$ cat config.mk
export PLATFORM = sky130hd
export DESIGN_NAME = mode1_max_acc
export DESIGN_NICKNAME = d
export VERILOG_FILES = /design/src/rtl/mode1_max_acc.sv
export SDC_FILE = /design/constraint.sdc
export NUM_CORES = 1
export LEC_CHECK = 0
export CORE_ASPECT_RATIO = 1.2
export CORE_MARGIN = 3
export CORE_UTILIZATION = 40
export CTS_CLUSTER_SIZE = 25
export DETAILED_ROUTE_END_ITERATION = 7
export GPL_TIMING_DRIVEN = 0
export PLACE_DENSITY = 0.61
export SYNTH_ARGS = -nofsm -noshare
export SYNTH_HDL_FRONTEND = slang
export SYNTH_SLANG_ARGS = --single-unit
$ cat constraint.sdc
create_clock -name clk -period 9.47 [get_ports clk]
set_input_delay 1.894 -clock clk [delete_from_list [all_inputs] [get_ports clk]]
set_output_delay 1.894 -clock clk [all_outputs]
set_load 0.05 [all_outputs]
$ cat src/rtl/mode1_max_acc.sv
// Streaming FP16 vector-maximum accumulator: a pairwise max stage feeds a running
// maximum with a saturating beat count, handed off through a valid/ready result port.
`ifndef DATAWIDTH
`define DATAWIDTH 16
`endif
`ifndef EXPONENT
`define EXPONENT 5
`endif
`ifndef MANTISSA
`define MANTISSA 10
`endif

module mode1_max_acc #(
  parameter int COUNT_W = 10
) (
  input  logic                  clk,
  input  logic                  resetn,
  input  logic [`DATAWIDTH-1:0] inp0,
  input  logic [`DATAWIDTH-1:0] inp1,
  input  logic                  in_valid,
  input  logic                  in_last,
  output logic                  in_ready,
  output logic [`DATAWIDTH-1:0] max_out,
  output logic [COUNT_W-1:0]    beat_cnt,
  output logic                  out_valid,
  input  logic                  out_ready
);

  localparam int DW = `DATAWIDTH;

  typedef enum logic [1:0] {
    IDLE  = 2'd0,
    ACCUM = 2'd1,
    DRAIN = 2'd2,
    DONE  = 2'd3
  } state_t;

  state_t state, state_next;

  // Maps a sign-magnitude value onto an unsigned key with the same ordering;
  // both zeros collapse to +0 so they compare equal.
  function automatic logic [DW-1:0] order_key(input logic [DW-1:0] v);
    logic [DW-1:0] n;
    n = (v[DW-2:0] == '0) ? '0 : v;
    return n[DW-1] ? ~n : (n | {1'b1, {(DW-1){1'b0}}});
  endfunction

  function automatic logic greater(input logic [DW-1:0] a, input logic [DW-1:0] b);
    return order_key(a) > order_key(b);
  endfunction

  logic          accept;
  logic [DW-1:0] pair_max;
  logic          s1_valid, s1_last, s1_first;

  assign accept = in_valid && in_ready;

  // Stage 1: pairwise max, tie keeps inp0; s1_first marks the opening beat of a vector.
  // NOTE: sequential state uses non-blocking assignments so every register samples pre-edge values.
  always_ff @(posedge clk or negedge resetn) begin
    if (!resetn) begin
      pair_max <= '0;
      s1_valid <= 1'b0;
      s1_last  <= 1'b0;
      s1_first <= 1'b0;
    end else begin
      s1_valid <= accept;
      if (accept) begin
        pair_max <= greater(inp1, inp0) ? inp1 : inp0;
        s1_last  <= in_last;
        s1_first <= (state == IDLE);
      end
    end
  end

  // Stage 2: running maximum, replaced only on a strictly greater pair.
  always_ff @(posedge clk or negedge resetn) begin
    if (!resetn) begin
      max_out  <= '0;
      beat_cnt <= '0;
    end else if (s1_valid) begin
      if (s1_first) begin
        max_out  <= pair_max;
        beat_cnt <= COUNT_W'(1);
      end else begin
        if (greater(pair_max, max_out)) max_out <= pair_max;
        if (beat_cnt != '1) beat_cnt <= beat_cnt + COUNT_W'(1);
      end
    end
  end

  always_ff @(posedge clk or negedge resetn) begin
    if (!resetn) state <= IDLE;
    else         state <= state_next;
  end

  // NOTE: every always_comb output gets a default first so no path infers a latch.
  always_comb begin
    state_next = state;
    in_ready   = 1'b0;
    out_valid  = 1'b0;
    unique case (state)
      IDLE, ACCUM: begin
        in_ready = 1'b1;
        if (in_valid) state_next = in_last ? DRAIN : ACCUM;
      end
      DRAIN: state_next = DONE;
      DONE: begin
        out_valid = 1'b1;
        if (out_ready) state_next = IDLE;
      end
      default: state_next = IDLE;
    endcase
  end

  // s1_last is carried for downstream visibility; the FSM already tracks the drain.
  logic unused_ok;
  assign unused_ok = s1_last;

endmodule
; Word level (Yosys, flattened, before mapping)
; Index checks and enable logic that the tools add are counted.
[totals]
ff_bits = 46
latchBits = 0
mem_bits_rw = 0
mem_bits_ro = 0
inputBits = 37
out_inout_bits = 28
elab_cells = 50
memories = 0
[classes]
addsub = 1
mul = 0
div = 0
order_cmp = 2
n_eq_ne = 6
shift = 0
n_mux = 19
n_bitwise = 4
reduce_logical = 12
[ops]
columns = op, n
row1 = $mux W16, 11
row2 = $not A16 Y16, 4
row3 = $logic_not A15 Y1, 4
row4 = $gt A16 B16 Y1, 2
row5 = $mux W10, 2
row6 = $add A10 B1 Y10 const B, 1
row7 = $ne A10 B10 Y1 const B, 1
row8 = $mux W2, 3
row9 = $pmux W2 S3, 1
row10 = $reduce_and A2 Y1, 3
row11 = $eq A2 B2 Y1 const B, 2
row12 = $ne A2 B2 Y1 const B, 2
row13 = $reduce_bool A2 Y1, 2
row14 = $eq A2 B1 Y1 const B, 1
row15 = $logic_not A2 Y1, 1
row16 = $mux W1, 2
row17 = $reduce_or A2 Y1, 1
row18 = $logic_and A1 B1 Y1, 1

; Logic depth before layout (Yosys ltp)
[logic_depth]
ltp_word = 7
ltp_mapped = 15
mapped_depth_nobuf = 12

; Worst setup path before layout
; Ideal clock, no wire load.
[synth_path]
kind = input port to flip-flop
from = input inp1[7]
to = register pair_max[0]
setup_ns = 0.126
arrival_time_ns = 4.821
t_required_ns = 9.344
slack_ns = 4.523
path_stages = 15
path_buffers = 4
path_cell_list = nor4_1 > and4_1 > clkbuf_1 > clkbuf_1 > nor2_1 > ha_1 > nand4_1 > nor4_1 > a21boi_0 > o31a_1 > o21ai_0 > and3_1 > clkbuf_1 > buf_2 > a221o_1
[synth_via]
elab_chain_len = 6
[synth_rtl]
columns = item, line_no
row1 = "start, declared", 19  ; input logic [`DATAWIDTH-1:0] inp1,
row2 = $logic_not A15 Y1, 44  ; n = (v[DW-2:0] == '0) ? '0 : v;
row3 = $mux W16 (*), 44
row4 = $not A16 Y16, 45  ; return n[DW-1] ? ~n : (n | {1'b1, {(DW-1){1'b0}}});
row5 = $mux W16 (*), 45
row6 = $gt A16 B16 Y1 (*), 49  ; return order_key(a) > order_key(b);
row7 = $mux W16 (*), 69  ; pair_max <= greater(inp1, inp0) ? inp1 : inp0;
row8 = "end signal, assigned", 69
row9 = "end, declared", 53  ; logic [DW-1:0] pair_max;
; Mark *: on every way between the ends. The rest lies on a longest branch, timed or not.
; A chain may end at the register's enable or synchronous reset.

; Final worst setup path
[layout_path]
from = input inp1[7]
to = register pair_max[7]
[layout_via]
elab_chain_len = 6
[layout_rtl]
columns = item, line_no
row1 = $logic_not A15 Y1, 44
row2 = $mux W16, 44
row3 = $not A16 Y16, 45
row4 = $mux W16, 45
row5 = $gt A16 B16 Y1, 49
row6 = $mux W16 (*), 69
; Marks and branches as above.

==> flow_summary.ini <==
[status]
outcome = complete, no violations

[floorplan]
die_h_um = 110
ios = 65
fp-row-count = 37
core_um2 = 8660
dieArea_um2 = 10100
die_w_um = 92.4
initial_core_util = 0.414

[clock_network]
numCtsBuffers = 5
htree_levels = 2
post_cts_resized = 0
clockBufferDepth = 2
post-cts-setup-buffers = 0
cts_hold_buf = 0
clkSlewWorstSetupHoldPaths_ps = 90
tritoncts = done
clock-sinks = 46
clkLatencyLatePin_ps = 310
cts_root_buf = clkbuf_8

[synthesis]
yosysSeqAreaShare = 0.321
yosysUniqueCellTypes = 38
yosys_warnings = 0
avgSynthCellArea_um2 = 9.19
synth_top_cell_by_area = dfrtp_1
synthCells = 390
synth-edff-count = 0
syn_nets = 458
post-synth-top-count-cell = dfrtp_1
synth_area_leaders = dfrtp_1 32%, ha_1 11%, xor2_1 8.3%
synthArstFlopShare = 1.00
yosysTopAreaCellShare = 0.321
syn_area_um2 = 3580
synth-seq-cells = 46
synthFlopType = dfrtp_1
yosys-top-cells-count = 46 x dfrtp_1, 41 x nand2_1, 35 x nor2_1, 34 x xor2_1, 33 x xnor2_1

[critical_path]
critPathLaunchType = primary input
cp-end-kind = flip-flop
arrival_ps = 6280
required_ps = 9670
reg2reg_setup_slack_ps = 5670
cp_slowest_cell = nor4_1
worstPathCellList = clkdlybuf4s50_1, nor4_1, and4_1, clkbuf_1, clkbuf_1, nor2_1, ha_1, nand4_1, nor4_1, a21boi_0, o31a_1, o21ai_0, and3_1, clkbuf_1, buf_2, a221o_1
crit_fanout = 10
critical_path_class = in2reg
critPathTopFamily = simple AND/OR/NAND/NOR gates
critPathBufInv = 5
timing.critical_path.mode_cell = clkbuf_1
crit_path_max_incr_delay_ps = 480

[placed_design]
portBuffers = 62
place_hpwl_mm = 7.12
gp_congestion = 0.913
dpl_cell_area_um2 = 4360

[power]
p_sw_frac = 0.470
ir_drop_v = 0.0000871
p_int_uw = 757
switchingPower_uw = 672
p_leak_uw = 0.00198
pwr-share-comb = 0.633
powerDensity_nw_per_um2 = 319
p_seq_frac = 0.259
pwr-share-clk = 0.108

[final_layout]
syn2layout_area_growth_pct = 25.1
final_nets = 528
final_area_um2 = 4480
drive_above_1_share = 0.0564
diodes = 0
fillers = 860

[sta]
tightestPinTransition_ps = 742
fin_worst_skew_ps = 5.31
fmaxAchievable_mhz = 164
slew_viol_final = 0
fin_crit_sh = 0.642
fin_crit_ps = 6080
final-setup-viol-count = 0
tns_ps = 0
hold_viol_final = 0
rsz0062_at_grt = false
relSlewSlack = 0.500

[flow_run]
max_cap_viol_count = 0

[global_routing]
grt_max_degree = 29
grt-ovfl-total = 0
antenna_found_initial = 0
grt_pass1_vias = 2963
grt_usage = 0.179
grt_pass1_wl_mm = 14.3

[detailed_routing]
avgRoutedWirePerCell_um = 15.0
dr.pass1.iters = 4
drt_iter0_drc = 88
wirelength_mm = 8.70
vias_per_cell = 5.21
vias = 3013
drtAntennaViolNets = 0
drc = 0

[worst_hold_path]
hold_class = reg2reg
## layout by cell type, fill, tap and decap left out, types with 2 or more instances in the layout
| cell | instances |
|---|---|
| buf_2 | 4 |
| buf_1 | 4 |
| inv_1 | 5 |
| dfrtp_1 | 46 |
| a21oi_1 | 14 |
| clkbuf_8 | 5 |
| nor4_1 | 13 |
| nand4_1 | 7 |
| nor2_1 | 35 |
| nand3_1 | 7 |
| o31ai_1 | 2 |
| a22oi_1 | 2 |
| and2_1 | 5 |
| a21o_1 | 6 |
| a221o_1 | 16 |
| and4_1 | 4 |
| clkbuf_1 | 13 |
| nor2b_1 | 18 |
| o21ai_0 | 7 |
| ha_1 | 31 |
| nand2b_1 | 5 |
| clkdlybuf4s50_1 | 61 |
| nor3_1 | 7 |
| nand2_1 | 41 |
| xor2_1 | 34 |
| a31o_2 | 2 |
| xnor2_1 | 33 |
| and3_1 | 2 |
| o211ai_1 | 2 |
| mux2_2 | 7 |
| mux2_1 | 10 |
## cells by family (layout without fill, tap and decap cells)
group,after synthesis,after routing,share of synthesized area
XOR/XNOR,67,67,0.164
flip-flops,46,46,0.321
buffers and inverters,27,98,0.0318
AND/OR/NAND/NOR,145,145,0.198
multiplexers,17,17,0.0534
AO/OA/AOI/OAI,57,57,0.123
adder cells (fa/ha/maj),31,31,0.108
## final cells by class
type                       instances  area, µm²  area share
buffer                            22       95.1      0.0212
clock inverter                     3       48.8      0.0109
tap                              117        146      0.0327
clock buffer                       5       68.8      0.0154
inverter                           5       18.8     0.00419
timing repair buffer              63        636       0.142
multi-input combinational        317       2320       0.517
sequential                        46       1150       0.257
## registers in the layout, summed over array words and instances, names as in the netlist
register,flops
s1_valid,1
s1_first,1
state,2
pair_max,16
beat_cnt,10
max_out,16
## metrics by stage
| step | power [µW] | worst slack, ps | instances | utilization | hold slack, ps |
|---|---|---|---|---|---|
| after floorplan | 1030 | 4520 | 390 | - | 447 |
| after global placement | 1260 | 3200 | 569 | 0.502 | 469 |
| after detailed placement | 1280 | 3160 | 570 | 0.504 | 479 |
| after CTS | 1440 | 3480 | 578 | 0.518 | 492 |
| after global routing | 1560 | 3050 | 578 | 0.518 | 544 |
| final | 1430 | 3390 | 578 | 0.518 | 485 |
## worst paths after layout
| kind | startpoint | to | cells after the start |
|---|---|---|---|
| max | inp1[7] | pair_max[7] | 16 |
| min reg2reg | state[0] | s1_first | 1 |
| min | state[0] | s1_first | 1 |
| max in group asynchronous | resetn | max_out[6] | 2 |
| max reg2reg | pair_max[7] | max_out[14] | 12 |
| min in group asynchronous | resetn | beat_cnt[7] | 1 |
## power groups by stage
stage	combinational, µW	sequential (µW)	clock, µW
final	906	370	154
after global routing	1010	388	165
after CTS	913	372	157
after detailed placement	909	376	0
after global placement	885	374	0
after floorplan	538	492	0
## layer usage
| metal | track usage | vias up | wire length (µm) |
|---|---|---|---|
| met2 | 0.322 | 69 | 4410 |
| met3 | 0.0192 | 10 | 316 |
| li1 | - | 1516 | - |
| met1 | 0.222 | 1418 | 3800 |
| met5 | 0 | - | 0 |
| met4 | 0.0605 | 0 | 171 |
No activity file was read; power rests on OpenSTA's default activity.
